File: config.mk
export PLATFORM = sky130hd
export DESIGN_NAME = matrix_tile_scheduler_flat
export DESIGN_NICKNAME = d
export VERILOG_FILES = /design/src/rtl/matrix_tile_scheduler_pkg.sv /design/src/rtl/matrix_tile_scheduler_if.sv /design/src/rtl/matrix_tile_scheduler_tile_index_counter.sv /design/src/rtl/matrix_tile_scheduler.sv /design/src/flat_wrapper.sv
export SDC_FILE = /design/constraint.sdc
export NUM_CORES = 1
export LEC_CHECK = 0
export CORE_ASPECT_RATIO = 1.1
export CORE_MARGIN = 2
export CORE_UTILIZATION = 25
export DETAILED_ROUTE_END_ITERATION = 10
export GPL_TIMING_DRIVEN = 0
export PLACE_DENSITY = 0.81
export REMOVE_ABC_BUFFERS = 1
export SLEW_MARGIN = 5
export SYNTH_ARGS = -nofsm -noshare
export SYNTH_HDL_FRONTEND = slang
export SYNTH_SLANG_ARGS = --single-unit
File: constraint.sdc
create_clock -name clk -period 1.8 [get_ports clk]
set_input_delay 0.36 -clock clk [delete_from_list [all_inputs] [get_ports clk]]
set_output_delay 0.36 -clock clk [all_outputs]
set_load 0.02 [all_outputs]
File: src/rtl/matrix_tile_scheduler_pkg.sv
// Shared types for the matrix tile scheduler: FSM state encoding, default
// dimensions and the index-width helper.
package matrix_tile_scheduler_pkg;

    localparam int unsigned MMS_DEF_N = 8;
    localparam int unsigned MMS_DEF_M = 4;

    typedef enum logic [2:0] {
        ST_IDLE,
        ST_LAUNCH,
        ST_RUN,
        ST_NEXT,
        ST_DONE
    } mms_state_e;

    // Tile index width; a single tile per dimension still needs a 1-bit index
    function automatic int unsigned width_min1(input int unsigned v);
        return ($clog2(v) < 1) ? 1 : $clog2(v);
    endfunction

endpackage

File: src/rtl/matrix_tile_scheduler_if.sv
// Host, multiplier and result-memory signals of the tile scheduler.
// slave is the scheduler's view, master the surrounding environment's.
interface matrix_tile_scheduler_if
    import matrix_tile_scheduler_pkg::*;
#(
    parameter int unsigned n = MMS_DEF_N,
    parameter int unsigned m = MMS_DEF_M
);
    localparam int unsigned m_len = $clog2(m);
    localparam int unsigned n_len = $clog2(n);
    localparam int unsigned T     = n / m;
    localparam int unsigned T_len = width_min1(T);

    logic             start;
    logic             abort;
    logic             busy;
    logic             done;
    logic [T_len-1:0] tile_row;
    logic [T_len-1:0] tile_col;
    logic             mul_rst;
    logic             mul_start;
    logic             mul_done;
    logic [m_len-1:0] mul_a_i;
    logic [m_len-1:0] mul_b_j;
    logic [m_len-1:0] mul_z_i;
    logic [m_len-1:0] mul_z_j;
    logic [31:0]      mul_z_out;
    logic             mul_z_stb;
    logic             mul_z_ack;
    logic [n_len-1:0] a_row;
    logic [n_len-1:0] b_col;
    logic [n_len-1:0] z_row;
    logic [n_len-1:0] z_col;
    logic [31:0]      z_wr_data;
    logic             z_wr_en;
    logic             z_wr_ready;
    logic [31:0]      cycle_count;

    modport slave (
        input  start, abort, mul_done, mul_a_i, mul_b_j, mul_z_i, mul_z_j,
               mul_z_out, mul_z_stb, z_wr_ready,
        output busy, done, tile_row, tile_col, mul_rst, mul_start, mul_z_ack,
               a_row, b_col, z_row, z_col, z_wr_data, z_wr_en, cycle_count
    );

    modport master (
        output start, abort, mul_done, mul_a_i, mul_b_j, mul_z_i, mul_z_j,
               mul_z_out, mul_z_stb, z_wr_ready,
        input  busy, done, tile_row, tile_col, mul_rst, mul_start, mul_z_ack,
               a_row, b_col, z_row, z_col, z_wr_data, z_wr_en, cycle_count
    );

endinterface

File: src/rtl/matrix_tile_scheduler_tile_index_counter.sv
// Row-major (ti,tj) tile walker: clear, advance, and a flag marking the last tile.
module tile_index_counter
    import matrix_tile_scheduler_pkg::*;
#(
    parameter int unsigned T     = 2,
    parameter int unsigned T_len = width_min1(T)
) (
    input  logic             clk,
    input  logic             rst,
    input  logic             clear_i,
    input  logic             advance_i,
    output logic [T_len-1:0] ti_o,
    output logic [T_len-1:0] tj_o,
    output logic             last_tile_o
);
    localparam logic [T_len-1:0] LAST = T_len'(T - 1);

    logic [T_len-1:0] ti_q;
    logic [T_len-1:0] tj_q;

    always_ff @(posedge clk or negedge rst) begin
        if (!rst) begin
            ti_q <= '0;
            tj_q <= '0;
        end else if (clear_i) begin
            ti_q <= '0;
            tj_q <= '0;
        end else if (advance_i) begin
            if (tj_q != LAST) begin
                tj_q <= tj_q + T_len'(1);
            end else begin
                tj_q <= '0;
                if (ti_q != LAST) ti_q <= ti_q + T_len'(1);
            end
        end
    end

    assign ti_o        = ti_q;
    assign tj_o        = tj_q;
    assign last_tile_o = (ti_q == LAST) && (tj_q == LAST);

endmodule

File: src/rtl/matrix_tile_scheduler.sv
// Runs one multiplier over every m x m tile of an n x n product, offsetting addresses per tile.
// Define MMS_PERF_CNT_EN to build the busy-cycle counter behind cycle_count.
module matrix_tile_scheduler
    import matrix_tile_scheduler_pkg::*;
#(
    parameter int unsigned n = MMS_DEF_N,
    parameter int unsigned m = MMS_DEF_M
) (
    input  logic                   clk,
    input  logic                   rst,
    matrix_tile_scheduler_if.slave bus
);
    localparam int unsigned n_len = $clog2(n);
    localparam int unsigned T     = n / m;
    localparam int unsigned T_len = width_min1(T);
    localparam logic [n_len-1:0] M_STEP = n_len'(m);

    if ((n % m) != 0) begin : g_dim_check
        $error("matrix_tile_scheduler: n (%0d) must be a multiple of m (%0d)", n, m);
    end

    mms_state_e       state_q, state_d;
    logic             busy_q, done_q, mul_rst_q, mul_start_q;
    logic [T_len-1:0] ti, tj;
    logic             last_tile;
    logic             start_ok;
    logic             idx_clear;
    logic             idx_advance;
    logic             z_wr_en;
    logic [n_len-1:0] row_base, col_base;

    assign start_ok    = (state_q == ST_IDLE) && bus.start && !bus.abort;
    assign idx_clear   = start_ok || bus.abort;
    assign idx_advance = (state_q == ST_NEXT) && !last_tile && !bus.abort;

    tile_index_counter #(
        .T     (T),
        .T_len (T_len)
    ) u_idx (
        .clk         (clk),
        .rst         (rst),
        .clear_i     (idx_clear),
        .advance_i   (idx_advance),
        .ti_o        (ti),
        .tj_o        (tj),
        .last_tile_o (last_tile)
    );

    always_comb begin
        state_d = state_q;
        if (bus.abort) begin
            state_d = ST_IDLE;
        end else begin
            case (state_q)
                ST_IDLE:   if (bus.start) state_d = ST_LAUNCH;
                ST_LAUNCH: state_d = ST_RUN;
                ST_RUN:    if (bus.mul_done) state_d = ST_NEXT;
                ST_NEXT:   state_d = last_tile ? ST_DONE : ST_LAUNCH;
                ST_DONE:   state_d = ST_IDLE;
                default:   state_d = ST_IDLE;
            endcase
        end
    end

    // Outputs are registered from the next state so they match a Moore decode of state_q
    always_ff @(posedge clk or negedge rst) begin
        if (!rst) begin
            state_q     <= ST_IDLE;
            busy_q      <= 1'b0;
            done_q      <= 1'b0;
            mul_rst_q   <= 1'b1;
            mul_start_q <= 1'b0;
        end else begin
            state_q     <= state_d;
            busy_q      <= (state_d != ST_IDLE);
            done_q      <= (state_d == ST_DONE);
            mul_rst_q   <= (state_d != ST_RUN);
            mul_start_q <= (state_d == ST_RUN);
        end
    end

    assign bus.busy      = busy_q;
    assign bus.done      = done_q;
    assign bus.mul_rst   = mul_rst_q;
    assign bus.mul_start = mul_start_q;
    assign bus.tile_row  = ti;
    assign bus.tile_col  = tj;

    assign row_base  = n_len'(ti) * M_STEP;
    assign col_base  = n_len'(tj) * M_STEP;
    assign bus.a_row = row_base + n_len'(bus.mul_a_i);
    assign bus.b_col = col_base + n_len'(bus.mul_b_j);
    assign bus.z_row = row_base + n_len'(bus.mul_z_i);
    assign bus.z_col = col_base + n_len'(bus.mul_z_j);

    assign z_wr_en       = bus.mul_z_stb && (state_q == ST_RUN);
    assign bus.z_wr_en   = z_wr_en;
    assign bus.z_wr_data = bus.mul_z_out;
    assign bus.mul_z_ack = z_wr_en && bus.z_wr_ready;

`ifdef MMS_PERF_CNT_EN
    logic [31:0] cycle_count_q;

    always_ff @(posedge clk or negedge rst) begin
        if (!rst) begin
            cycle_count_q <= '0;
        end else if (start_ok) begin
            cycle_count_q <= '0;
        end else if (busy_q && (cycle_count_q != '1)) begin
            cycle_count_q <= cycle_count_q + 32'd1;
        end
    end

    assign bus.cycle_count = cycle_count_q;
`else
    assign bus.cycle_count = '0;
`endif

endmodule

File: src/flat_wrapper.sv
// flat-port wrapper written by rule: the top's interface ports become plain ports
module matrix_tile_scheduler_flat import matrix_tile_scheduler_pkg::*;
#(
    parameter int unsigned n = MMS_DEF_N,
    parameter int unsigned m = MMS_DEF_M
)
  (clk, rst, bus_start, bus_abort, bus_mul_done, bus_mul_a_i, bus_mul_b_j, bus_mul_z_i, bus_mul_z_j, bus_mul_z_out, bus_mul_z_stb, bus_z_wr_ready, bus_busy, bus_done, bus_tile_row, bus_tile_col, bus_mul_rst, bus_mul_start, bus_mul_z_ack, bus_a_row, bus_b_col, bus_z_row, bus_z_col, bus_z_wr_data, bus_z_wr_en, bus_cycle_count);
  matrix_tile_scheduler_if #(.n(n), .m(m)) bus_i ();
  input  logic clk;
  input  logic rst;
  input wire logic [$bits(bus_i.start)-1:0] bus_start;
  input wire logic [$bits(bus_i.abort)-1:0] bus_abort;
  input wire logic [$bits(bus_i.mul_done)-1:0] bus_mul_done;
  input wire logic [$bits(bus_i.mul_a_i)-1:0] bus_mul_a_i;
  input wire logic [$bits(bus_i.mul_b_j)-1:0] bus_mul_b_j;
  input wire logic [$bits(bus_i.mul_z_i)-1:0] bus_mul_z_i;
  input wire logic [$bits(bus_i.mul_z_j)-1:0] bus_mul_z_j;
  input wire logic [$bits(bus_i.mul_z_out)-1:0] bus_mul_z_out;
  input wire logic [$bits(bus_i.mul_z_stb)-1:0] bus_mul_z_stb;
  input wire logic [$bits(bus_i.z_wr_ready)-1:0] bus_z_wr_ready;
  output wire logic [$bits(bus_i.busy)-1:0] bus_busy;
  output wire logic [$bits(bus_i.done)-1:0] bus_done;
  output wire logic [$bits(bus_i.tile_row)-1:0] bus_tile_row;
  output wire logic [$bits(bus_i.tile_col)-1:0] bus_tile_col;
  output wire logic [$bits(bus_i.mul_rst)-1:0] bus_mul_rst;
  output wire logic [$bits(bus_i.mul_start)-1:0] bus_mul_start;
  output wire logic [$bits(bus_i.mul_z_ack)-1:0] bus_mul_z_ack;
  output wire logic [$bits(bus_i.a_row)-1:0] bus_a_row;
  output wire logic [$bits(bus_i.b_col)-1:0] bus_b_col;
  output wire logic [$bits(bus_i.z_row)-1:0] bus_z_row;
  output wire logic [$bits(bus_i.z_col)-1:0] bus_z_col;
  output wire logic [$bits(bus_i.z_wr_data)-1:0] bus_z_wr_data;
  output wire logic [$bits(bus_i.z_wr_en)-1:0] bus_z_wr_en;
  output wire logic [$bits(bus_i.cycle_count)-1:0] bus_cycle_count;
  assign bus_i.start = bus_start;
  assign bus_i.abort = bus_abort;
  assign bus_i.mul_done = bus_mul_done;
  assign bus_i.mul_a_i = bus_mul_a_i;
  assign bus_i.mul_b_j = bus_mul_b_j;
  assign bus_i.mul_z_i = bus_mul_z_i;
  assign bus_i.mul_z_j = bus_mul_z_j;
  assign bus_i.mul_z_out = bus_mul_z_out;
  assign bus_i.mul_z_stb = bus_mul_z_stb;
  assign bus_i.z_wr_ready = bus_z_wr_ready;
  assign bus_busy = bus_i.busy;
  assign bus_done = bus_i.done;
  assign bus_tile_row = bus_i.tile_row;
  assign bus_tile_col = bus_i.tile_col;
  assign bus_mul_rst = bus_i.mul_rst;
  assign bus_mul_start = bus_i.mul_start;
  assign bus_mul_z_ack = bus_i.mul_z_ack;
  assign bus_a_row = bus_i.a_row;
  assign bus_b_col = bus_i.b_col;
  assign bus_z_row = bus_i.z_row;
  assign bus_z_col = bus_i.z_col;
  assign bus_z_wr_data = bus_i.z_wr_data;
  assign bus_z_wr_en = bus_i.z_wr_en;
  assign bus_cycle_count = bus_i.cycle_count;
  matrix_tile_scheduler #(.n(n), .m(m)) u_core (.clk(clk), .rst(rst), .bus(bus_i));
endmodule
==> impl_metrics.env <==
export IMPL_final_setup_viol_count=0
export IMPL_grt_max_degree=10
export IMPL_cpLargestDelayFamily="buffers and inverters"
export IMPL_critPathCaptureType="output port"
export IMPL_timing_hold_worst_class="primary input to asynchronous set/reset pin"
export IMPL_netlist_instances=110
export IMPL_synth_cell_area_um2=967.2
export IMPL_status="completed"
export IMPL_cpPeakStageDelay_ns=0.66
export IMPL_clock_latency_ns=0.24
export IMPL_cp_data_arrival_time_ns=1.37
export IMPL_placeableCoreArea_um2=3684
export IMPL_finalMaxSlewViolations=0
export IMPL_synth_flop_cell="sky130_fd_sc_hd__dfrtp_1"
export IMPL_cts_tree="done"
export IMPL_postLayoutCoreUtil=0.2286
export IMPL_rr_worst_depth=3
export IMPL_grt_pass1_vias=399
export IMPL_initial_core_util=0.2626
export IMPL_reg2reg_to="u_core.bus.busy"
export IMPL_drtIter0Drc=53
export IMPL_required_arrival_time_at_the_worst_endpoint_ns=1.44
export IMPL_number_of_clock_sinks_seen_by_cts=9
export IMPL_drc_errors=0
export IMPL_flow_area_growth_from_synthesis_pct=-12.94
export IMPL_die_area_um2=4383
export IMPL_number_of_levels_the_h_tree_was_split_into=1
export IMPL_grt_pass1_wl_um=3843
export IMPL_synth_yosys_warnings=0
export IMPL_crit_path_start_kind="flip-flop"
export IMPL_clk_transition_reported_paths_ns=0.05
export IMPL_total_grt_usage=0.1362
export IMPL_synth_ff_latch_count=9
export IMPL_io_pins=131
export IMPL_fin_worst_hold_slack_ns=0.4060
export IMPL_clk_root_buffer_cell="sky130_fd_sc_hd__clkbuf_8"
export IMPL_vdd_drop_max_uv=242.8
export IMPL_critical_path_buf_inv_count=1
export IMPL_hold_violations=0
export IMPL_synth_async_reset_ratio=1.000
export IMPL_gpl_final_weighted_congestion=0.8622
export IMPL_worst_clock_skew_ns=0.003446
export IMPL_cts_buffers=3
export IMPL_dr_vias=529
export IMPL_synth_cell_types=23
export IMPL_floorplan_die_height_um=69.24
export IMPL_drt_wirelength_per_cell_um=22.70
export IMPL_die_width_um=63.31
export IMPL_buffer_ports_inserted=18
export IMPL_num_rows=23
export IMPL_totalWireLength_um=3201
export IMPL_timing_reg2reg_setup_slack_ns=0.42
export IMPL_route_detailed_vias_per_inst=3.752
export IMPL_worstSetupPathType="flip-flop to output port"
export IMPL_drive_above_1_share=0.1538
export IMPL_power_density_cell_area_nw_per_um2=804.6
export IMPL_synth_enable_flop_cells=0
export IMPL_place_ws_ns=-0.2496
export IMPL_antenna_cells_inserted=0
export IMPL_max_cap_violations=0
export IMPL_finish_net_count=139
export IMPL_synth_seq_area_share=0.2342
export IMPL_min_period_ns=1.730
export IMPL_layout_setup_ws_ns=0.07038
export IMPL_synth_avg_cell_area_um2=8.793
export IMPL_final_period_utilization=0.9609
export IMPL_cts_buffer_depth=2
export IMPL_drt_pass1_iter_count=2
export IMPL_remaining_antenna_violation_count=0
export IMPL_initial_antenna_violation_count=0
export IMPL_place_detailed_hpwl_um=2736
export IMPL_clock_fmax_mhz=578.2
export IMPL_globalRouteOverflowTotal=0
export IMPL_cp_slowest_cell="sky130_fd_sc_hd__clkdlybuf4s50_1"
export IMPL_power_leakage_nw=0.4048
export IMPL_worstPathCellList="clkdlybuf4s50_1"
export IMPL_crit_reg2reg_launch="u_core.state_q[1]"
export IMPL_timing_critical_path_fanout_max=8
==> synthesized netlist by cell type, drive strengths merged (2+ instances only) <==
cell type / instances / area [µm²]
and3b: 2 / 17.52
and2: 2 / 12.51
buf: 76 / 570.6
dfrtp: 8 / 200.2
nor2: 3 / 11.26
inv: 2 / 7.510
==> power by group <==
part	switching, mW	total, mW	internal, mW	leakage (nW)
combinational	0.118	0.188	0.0699	0.263
sequential	0.0178	0.243	0.225	0.116
clock	0.0946	0.247	0.152	0.0255
==> sequential cells by signal, summed over array words and instances (netlist names) <==
register	count
u_core.u_idx.tj_o	1
u_core.bus.mul_start	1
u_core.u_idx.ti_o	1
u_core.bus.mul_rst	1
u_core.bus.busy	1
u_core.state_q	3
u_core.bus.done	1
==> cell families (layout without fill, tap and decap cells) <==
group | Yosys count | in the layout | share of synthesized area
flip-flops | 9 | 9 | 0.2342
AO/OA/AOI/OAI | 5 | 5 | 0.04529
other | 1 | 32 | 0.003877
XOR/XNOR | 1 | 1 | 0.009057
AND/OR/NAND/NOR | 16 | 16 | 0.1100
buffers and inverters | 78 | 28 | 0.5977
==> worst max path at each step <==
stage,startpoint,endpoint,slack (ns),cells past startpoint
2_1_floorplan,u_core.u_idx.ti_o,u_core.bus.busy,0.22,3
3_3_place_gp,bus_mul_z_stb,bus_mul_z_ack,-0.23,4
3_5_place_dp,bus_mul_z_stb,bus_mul_z_ack,-0.25,4
4_1_cts,u_core.state_q[2],bus_mul_z_ack,0.03,4
5_1_grt,u_core.state_q[2],bus_mul_z_ack,-0.002,4
6_report,u_core.u_idx.ti_o,bus_tile_row,0.07,1
==> area by class of cell <==
type,count,area (µm²)
Sequential cell,9,229.0
Inverter,2,7.507
Multi-Input combinational cell,54,286.5
Clock inverter,1,5.005
Tap cell,50,62.56
Fill cell,427,2841
Clock buffer,3,41.29
Timing Repair Buffer,22,210.2
==> metrics by stage <==
| stage | area (µm²) | power (mW) | instances | TNS, ns |
|---|---|---|---|---|
| after floorplan | 513.0 | 0.3602 | 65 | 0 |
| after global placement | 755.7 | 0.4195 | 133 | -0.3480 |
| after detailed placement | 755.7 | 0.4219 | 133 | -0.3718 |
| after CTS | 804.5 | 0.6632 | 137 | 0 |
| after global routing | 842.1 | 0.6992 | 141 | -0.002002 |
| final | 842.1 | 0.6776 | 141 | 0 |
==> per-layer routing <==
metal | GRT usage | vias to the layer above | share of wire
met5 | 0 | - | 0
met4 | 0.05072 | 0 | 0.014
met3 | 0.2581 | 6 | 0.39
met2 | 0.1950 | 103 | 0.44
met1 | 0.05729 | 212 | 0.16
li1 | - | 208 | -
==> cell usage in the layout (no fill, tap or decap), types with 2 or more instances in the layout <==
cell type,synthesis,layout
sky130_fd_sc_hd__conb_1,1,32
sky130_fd_sc_hd__clkdlybuf4s50_1,0,16
sky130_fd_sc_hd__dfrtp_1,8,6
sky130_fd_sc_hd__buf_4,76,4
sky130_fd_sc_hd__clkbuf_8,0,3
sky130_fd_sc_hd__and3b_1,2,2
sky130_fd_sc_hd__nor2_1,3,2
sky130_fd_sc_hd__and2_1,2,2
sky130_fd_sc_hd__inv_1,2,2
sky130_fd_sc_hd__dfrtp_2,0,2
==> repair_timing <==
| item | in CTS | in global routing |
|---|---|---|
| hold buffers | 0 | 0 |
| endpoints found under the setup margin | 2 | 2 |
| resized for setup | 5 | 3 |
| setup buffers | 0 | 4 |
Power figures use the tool's default switching activity.
